`config.mk`:
```
export PLATFORM = sky130hd
export DESIGN_NAME = frec_divider_prog
export DESIGN_NICKNAME = d
export VERILOG_FILES = /design/src/rtl/frec_divider_prog.sv
export SDC_FILE = /design/constraint.sdc
export NUM_CORES = 1
export LEC_CHECK = 0
export CORE_UTILIZATION = 35
export DETAILED_ROUTE_END_ITERATION = 12
export PLACE_DENSITY_LB_ADDON = 0.1
export SYNTH_ARGS = -nofsm -noshare
export SYNTH_HDL_FRONTEND = slang
export SYNTH_SLANG_ARGS = --single-unit
```
`constraint.sdc`:
```
create_clock -name clk -period 4.5 [get_ports clk]
set_clock_uncertainty 0.15 [all_clocks]
set_input_delay 0.9 -clock clk [delete_from_list [all_inputs] [get_ports clk]]
set_output_delay 0.9 -clock clk [all_outputs]
set_load 0.02 [all_outputs]
```
`src/rtl/frec_divider_prog.sv`:
```
// Programmable clock-enable divider: one-cycle tick every Neff enabled cycles plus a square wave of period 2*Neff.
// Latency: tick is registered; with en held high it is first high in the cycle after the Neff-th rising edge.
// Backpressure: none; en=0 freezes count/clk_out/active, and a staged divisor applies only at an enabled wrap.
module frec_divider_prog #(
  parameter int unsigned DIV_W       = 10,
  parameter int unsigned DEFAULT_DIV = 512
) (
  input  logic             clk,
  input  logic             rst,
  input  logic             en,
  input  logic [DIV_W-1:0] div_val,
  input  logic             div_load,
  output logic             tick,
  output logic             clk_out,
  output logic             div_pending,
  output logic [DIV_W-1:0] count
);

  localparam logic [DIV_W-1:0] DEF_DIV = DIV_W'(DEFAULT_DIV);

  logic [DIV_W-1:0] count_q, count_d;
  logic [DIV_W-1:0] active_q, active_d;
  logic [DIV_W-1:0] shadow_q, shadow_d;
  logic             tick_q, tick_d;
  logic             clk_out_q, clk_out_d;
  logic             pending_q, pending_d;
  logic [DIV_W-1:0] last_cnt;
  logic             wrap;

  // Terminal count: a programmed divisor of 0 behaves as divide-by-1 rather than stalling.
  always_comb begin
    last_cnt = (active_q == '0) ? '0 : (active_q - DIV_W'(1));
    wrap     = en && (count_q == last_cnt);
  end

  // Next-state: count/wrap, tick and square wave, plus staging of divisor changes to the period boundary.
  always_comb begin
    count_d   = count_q;
    active_d  = active_q;
    shadow_d  = shadow_q;
    tick_d    = 1'b0;
    clk_out_d = clk_out_q;
    pending_d = pending_q;
    if (wrap) begin
      count_d   = '0;
      tick_d    = 1'b1;
      clk_out_d = ~clk_out_q;
      if (div_load) begin
        // A load on the boundary edge takes effect immediately and supersedes any staged value.
        active_d  = div_val;
        shadow_d  = div_val;
        pending_d = 1'b0;
      end else if (pending_q) begin
        active_d  = shadow_q;
        pending_d = 1'b0;
      end
    end else begin
      if (en) begin
        count_d = count_q + DIV_W'(1);
      end
      // Loads are accepted even while frozen; the last one before a wrap wins.
      if (div_load) begin
        shadow_d  = div_val;
        pending_d = 1'b1;
      end
    end
  end

  // State register with asynchronous active-low reset back to the legacy /512 rate.
  always_ff @(posedge clk or negedge rst) begin
    if (!rst) begin
      count_q   <= '0;
      active_q  <= DEF_DIV;
      shadow_q  <= DEF_DIV;
      tick_q    <= 1'b0;
      clk_out_q <= 1'b0;
      pending_q <= 1'b0;
    end else begin
      count_q   <= count_d;
      active_q  <= active_d;
      shadow_q  <= shadow_d;
      tick_q    <= tick_d;
      clk_out_q <= clk_out_d;
      pending_q <= pending_d;
    end
  end

  // Outputs are direct register copies.
  always_comb begin
    tick        = tick_q;
    clk_out     = clk_out_q;
    div_pending = pending_q;
    count       = count_q;
  end

endmodule

```
==> metrics, run 1 <==
final setup TNS=0 ps; Clock Latency Late Sink=280 ps; unrepaired setup endpoints after global routing=false; Hold Crit Depth=1; # H-tree levels=2; syn_area_per_cell=10.7 um^2; crit path DAT=between 3000 and 4000 ps; #FFs+latches synth=33; WL/cell=~14 um; Final Non-Filler Cells=between 200 and 300; Rows=25; initial antenna violation count=0; post-route minimum period=3450 ps; post-cts sizing count=0; Setup WS pre-CTS=1080 ps; total gr overflow=0; Synth warnings=0; Reg2Reg Setup Slack=approximately 1100 ps; cell leakage power=0.000915 uW; Die Width=roughly 73 um; Syn Inst Count=167; async set-reset flop share out of synthesis=100%; end of the worst register-to-register path=active_q[4]$_DFFE_PN0P_; met1 usage=around a quarter; # setup viols final=0; min-delay src=clk_out$_DFFE_PN0P_; Mapped Area=approximately 0.0018 mm^2; Worst path slowest cell=nor4_4; met3 usage=under 10%; drt pass-1 iters=5; first-pass GRT wire length=6790 um; Post-DRT Antenna Nets=0; WP data required=4510 ps; Total Power=roughly 1500 uW; Hold Fails Final Rpt=0; clock slew seen by the registers of the worst setup and hold paths=roughly 70 ps; DRC Markers=0; top post-synthesis cells by area=dfrtp_1, mux2_2, xor2_1; FF/Latch Area=approximately 830 um^2; Post-CTS Hold Buffers=0; Slew HR=slightly below 50%; Post-Place Cells=roughly 250; Setup CP Type=reg2reg; Final Worst Setup Slack=about 1100 ps; grt peak-use layer=met2; Peak VDD IR=slightly below 0.2 mV; Slew Viols, Final=0; Via Count=about 1300; footprint of the multi-input gates=around 900 um^2; number of DRC markers in iteration 0=64; pin count of the biggest net entering global routing=34; M2 GR Usage=~25%; Core ar.=between 0.004 and 0.005 mm^2; CTS tree=built; detailed placement HPWL=2700 um; Die H=about 73 um; final worst path period share=between 70% and 80%; Antenna Cells=0; CP max stage delay=about 710 ps; hold crit path type=reg2reg; count leader, synth=dfrtp_1; # Post-CTS Setup Buffers=0; Post-synth EDFFs=0; pwr dens=655 mW/mm^2; Max Fclk=about 290 MHz; I/O pins=27; crit-path cells=or4_1 -> or3_1 -> a221o_1 -> a31oi_1 -> nor2_1 -> nor4_4 -> mux2_2; Max Cap Viol=0; Global Route Usage Sum=between 15 and 20%; vias in the first global route=roughly 1300; CP Launch Type=register; CTS Buffer Depth=2; Yosys top cell area share=43.4%; Max Fanout on Critical Path=10; Clock Sinks=33; Via density=between 5 and 6; Mapped Nets=around 180; status=complete, no violations; Worst Setup End Kind=register; dominant cell type by area after synthesis=dfrtp_1; Post-Route WL=3780 um; layout cells sized above 1=approximately 18%; r2r worst-path depth=7; r2r startpoint=active_q[0]$_DFFE_PN0P_; Initial Util=between 30 and 40%; Main synth FF type=dfrtp_1; Least-Margin Pin Slew=about 750 ps; Seq/Total Area, Yosys=between 40% and 50%; Final GP Congestion=about 0.83; Die ar.=0.00539 mm^2; leading post-synthesis cells by instance count=dfrtp_1, mux2_2, nor2_1, xor2_1, clkbuf_1; Fillers=502; fin util=46.1%; IO Port Bufs=26; Yosys cell types=38; Num CTS Buffers=5; root buffer cell=clkbuf_8; fin nets=between 200 and 250; Hold Path End=clk_out$_DFFE_PN0P_; synthesis-to-layout area growth=24.3%
==> placed cells by master, fill, tap and decap left out, drive strengths merged, types with 4 or more instances in the layout <==
cell,count
dfrtp,31
clkdlybuf4s50,26
mux2,20
nor2,19
xor2,14
clkbuf,7
o21ai,6
nand3,6
nand2,6
nand4,5
xnor2,4
nor4,4
==> per-layer routing <==
layer	vias up	part of all wire (%)
met1	659	49
li1	653	-
met3	4	4.1
met2	24	47
met5	-	0
met4	0	0.61
==> critical path, delay by kind of cell (launching register included) <==
family / cells / cell delay (ps)
flip-flops: 1 / 470
AO/OA/AOI/OAI: 2 / 550
multiplexers: 1 / 420
AND/OR/NAND/NOR: 4 / 1750
==> per-stage QoR <==
stage,cell area (um^2),hold WS (ps)
floorplan,1790,318
global placement,2100,304
detailed placement,2100,307
CTS,2220,320
global route,2220,339
finish,2220,313
==> registers in the layout (all words and copies together), names as in the netlist <==
name	flops
active_q	10
shadow_q	10
count	10
tick	1
div_pending	1
clk_out	1
==> area by class of cell <==
class / count / share of cell area, %
multi-input combinational: 122 / 40.8
sequential: 33 / 37.3
timing repair buffer: 28 / 12.4
clock buffer: 7 / 3.89
tap: 67 / 3.78
clock inverter: 1 / 1.35
inverter: 3 / 0.507
==> cells by family (layout without fill, tap and decap cells) <==
| group | count (synthesis) | after routing | synth area share (%) |
|---|---|---|---|
| and+or+nand+nor | 63 | 63 | 20.0 |
| DFF | 33 | 33 | 46.4 |
| muxes | 22 | 22 | 13.7 |
| xor gates and xnor gates | 18 | 18 | 8.83 |
| AOI/OAI and AO/OA | 17 | 17 | 6.66 |
| buffers and inverters | 12 | 39 | 2.94 |
| adders and majority gates | 2 | 2 | 1.40 |
==> power breakdown <==
part	internal, uW	total (uW)	leakage (uW)	switching [uW]
Sequential	375	501	0.000412	127
Clock	180	283	0.0000585	103
Combinational	315	668	0.000445	353
Total	870	1450	0.000915	583
==> worst max-delay path by stage <==
stage                              end  depth (start not counted)               startpoint
2_1_floorplan  active_q[0]$_DFFE_PN0P_                          8  active_q[0]$_DFFE_PN0P_
3_3_place_gp   active_q[7]$_DFFE_PN0P_                          7  active_q[0]$_DFFE_PN0P_
3_5_place_dp   active_q[4]$_DFFE_PN0P_                          7  active_q[0]$_DFFE_PN0P_
4_1_cts        active_q[4]$_DFFE_PN0P_                          7  active_q[0]$_DFFE_PN0P_
5_1_grt        active_q[5]$_DFFE_PN0P_                          6  active_q[2]$_DFFE_PN0P_
6_report       active_q[4]$_DFFE_PN0P_                          7  active_q[0]$_DFFE_PN0P_
(Power assumes the default switching activity.)
==> inputs of run 2 (changes only) <==
==> constraint.sdc (replaced) <==
create_clock -name clk -period 3.36 [get_ports clk]
set_clock_uncertainty 0.15 [all_clocks]
set_input_delay 0.672 -clock clk [delete_from_list [all_inputs] [get_ports clk]]
set_output_delay 0.672 -clock clk [all_outputs]
set_load 0.02 [all_outputs]
==> run 2 against run 1 <==
Net effect: critical path type unchanged; clock power up 2%; first-iteration DRC count down 13%; die area unchanged; sequential share of layout area up 0.13 points; global-route usage down 0.49 points; critical path depth up 1; flip-flop and latch count unchanged; combinational power up 38%; highest routed layer unchanged; worst setup slack worse by 840 ps; non-clock buffer count up 3; total power up 29%.
==> metrics, run 2 (synthesis gave the netlist of run 1 again) <==
IO Port Bufs=26; most frequent cells in the layout=dfrtp_1, clkdlybuf4s50_1, mux2_2; pin count of the biggest net entering global routing=34; Worst path slowest cell=nor3_1; first-pass GRT wire length=approximately 6600 um; commonest non-fill, non-tap cell in the layout=dfrtp_1; post-route minimum period=3150 ps; cell leakage power=~0.0009 uW; crit-path cells=nor3_1 -> nand4_1 -> or2_2 -> a31oi_1 -> nor2_1 -> nor4_4 -> buf_4 -> mux2_2; # setup viols final=0; Least-Margin Pin Slew=581 ps; design area=approximately 0.0022 mm^2; Setup CP Type=reg2reg; status=complete, no violations; Final GP Congestion=approximately 0.88; hold crit path type=reg2reg; pwr dens=roughly 850 mW/mm^2; Clock Sinks=33; CTS Buffer Depth=2; Num CTS Buffers=5; Final Non-Filler Cells=264; detailed placement HPWL=approximately 2800 um; Rows=25; Max Cap Viol=0; Initial Util=between 30% and 40%; Via Count=about 1400; Core ar.=about 0.0048 mm^2; number of DRC markers in iteration 0=56; CP max stage delay=540 ps; layout cells sized above 1=19.3%; fin nets=~210; DRC Markers=0; Max Fanout on Critical Path=11; final worst path period share=~94%; Post-DRT Antenna Nets=0; unrepaired setup endpoints after global routing=false; Post-CTS Hold Buffers=0; vias in the first global route=between 1000 and 1500; drt pass-1 iters=4; Die H=73.4 um; WHS=about 310 ps; Fillers=~490; Slew HR=around three fifths; Worst Path Buf+Inv=1; synthesis-to-layout area growth=23.9%; I/O pins=27; Slew Viols, Final=0; clock slew seen by the registers of the worst setup and hold paths=70 ps; Hold Fails Final Rpt=0; Peak VDD IR=between 0.4 and 0.5 mV; total gr overflow=0; Post-Route WL=around 3800 um; Die Width=between 70 and 80 um; Post-Place Cell Area=about 0.0021 mm^2; # H-tree levels=2; Via density=about 5.1; Crit path max-delay family=simple AND/OR/NAND/NOR gates; Die ar.=between 0.005 and 0.006 mm^2; WP data required=roughly 3400 ps; Worst Setup End Kind=register; initial antenna violation count=0; Post-Place Cells=256; crit path DAT=about 3200 ps; final setup TNS=0 ps; Clock Latency Late Sink=slightly below 300 ps; Antenna Cells=0; Max Fclk=317 MHz; root buffer cell=clkbuf_8; # Post-CTS Setup Buffers=0; CP Launch Type=register; Global Route Usage Sum=16.2%; post-cts sizing count=0; WL/cell=approximately 15 um; CTS tree=built
-- run 2: final timing paths --
| path | startpoint | to | slack [ps] | cells past startpoint |
|---|---|---|---|---|
| max | active_q[2]$_DFFE_PN0P_ | active_q[1]$_DFFE_PN0P_ | 210 | 8 |
| min | clk_out$_DFFE_PN0P_ | clk_out$_DFFE_PN0P_ | 310 | 1 |
| max reg2reg | active_q[2]$_DFFE_PN0P_ | active_q[1]$_DFFE_PN0P_ | 210 | 8 |
| min reg2reg | clk_out$_DFFE_PN0P_ | clk_out$_DFFE_PN0P_ | 310 | 1 |
| max in group asynchronous | rst | active_q[9]$_DFFE_PN1P_ | 2090 | 2 |
| min in group asynchronous | rst | shadow_q[5]$_DFFE_PN0P_ | 640 | 2 |
-- run 2: metal layers --
layer | wire length (um) | vias to the layer above | track usage [%]
met5 | 0 | - | 0
met4 | 53 | 0 | 5.13
met3 | 154 | 6 | 4.12
met2 | 1760 | 28 | 24.8
met1 | 1860 | 663 | 22.5
li1 | - | 658 | -
-- run 2: through the flow --
| step | total power (uW) | util, % | worst slack [ps] |
|---|---|---|---|
| after floorplan | 1330 | - | 245 |
| after global placement | 1550 | 44.1 | 375 |
| after detailed placement | 1590 | 44.1 | 259 |
| after CTS | 1880 | 45.9 | 251 |
| after global routing | 2010 | 45.9 | 122 |
| final | 1870 | 45.9 | 209 |
-- run 2: report_power, final --
part / switching [uW] / internal (uW)
sequential: 161 / 502
clock: 147 / 143
combinational: 489 / 430
-- run 2: layout make-up --
type	instances	area [um^2]	share of cell area [%]
clock buffer	5	68.8	3.11
clock inverter	3	17.5	0.792
inverter	3	11.3	0.509
multi-input combinational	122	905	40.9
sequential	33	828	37.4
tap	67	83.8	3.79
timing repair buffer	31	298	13.5
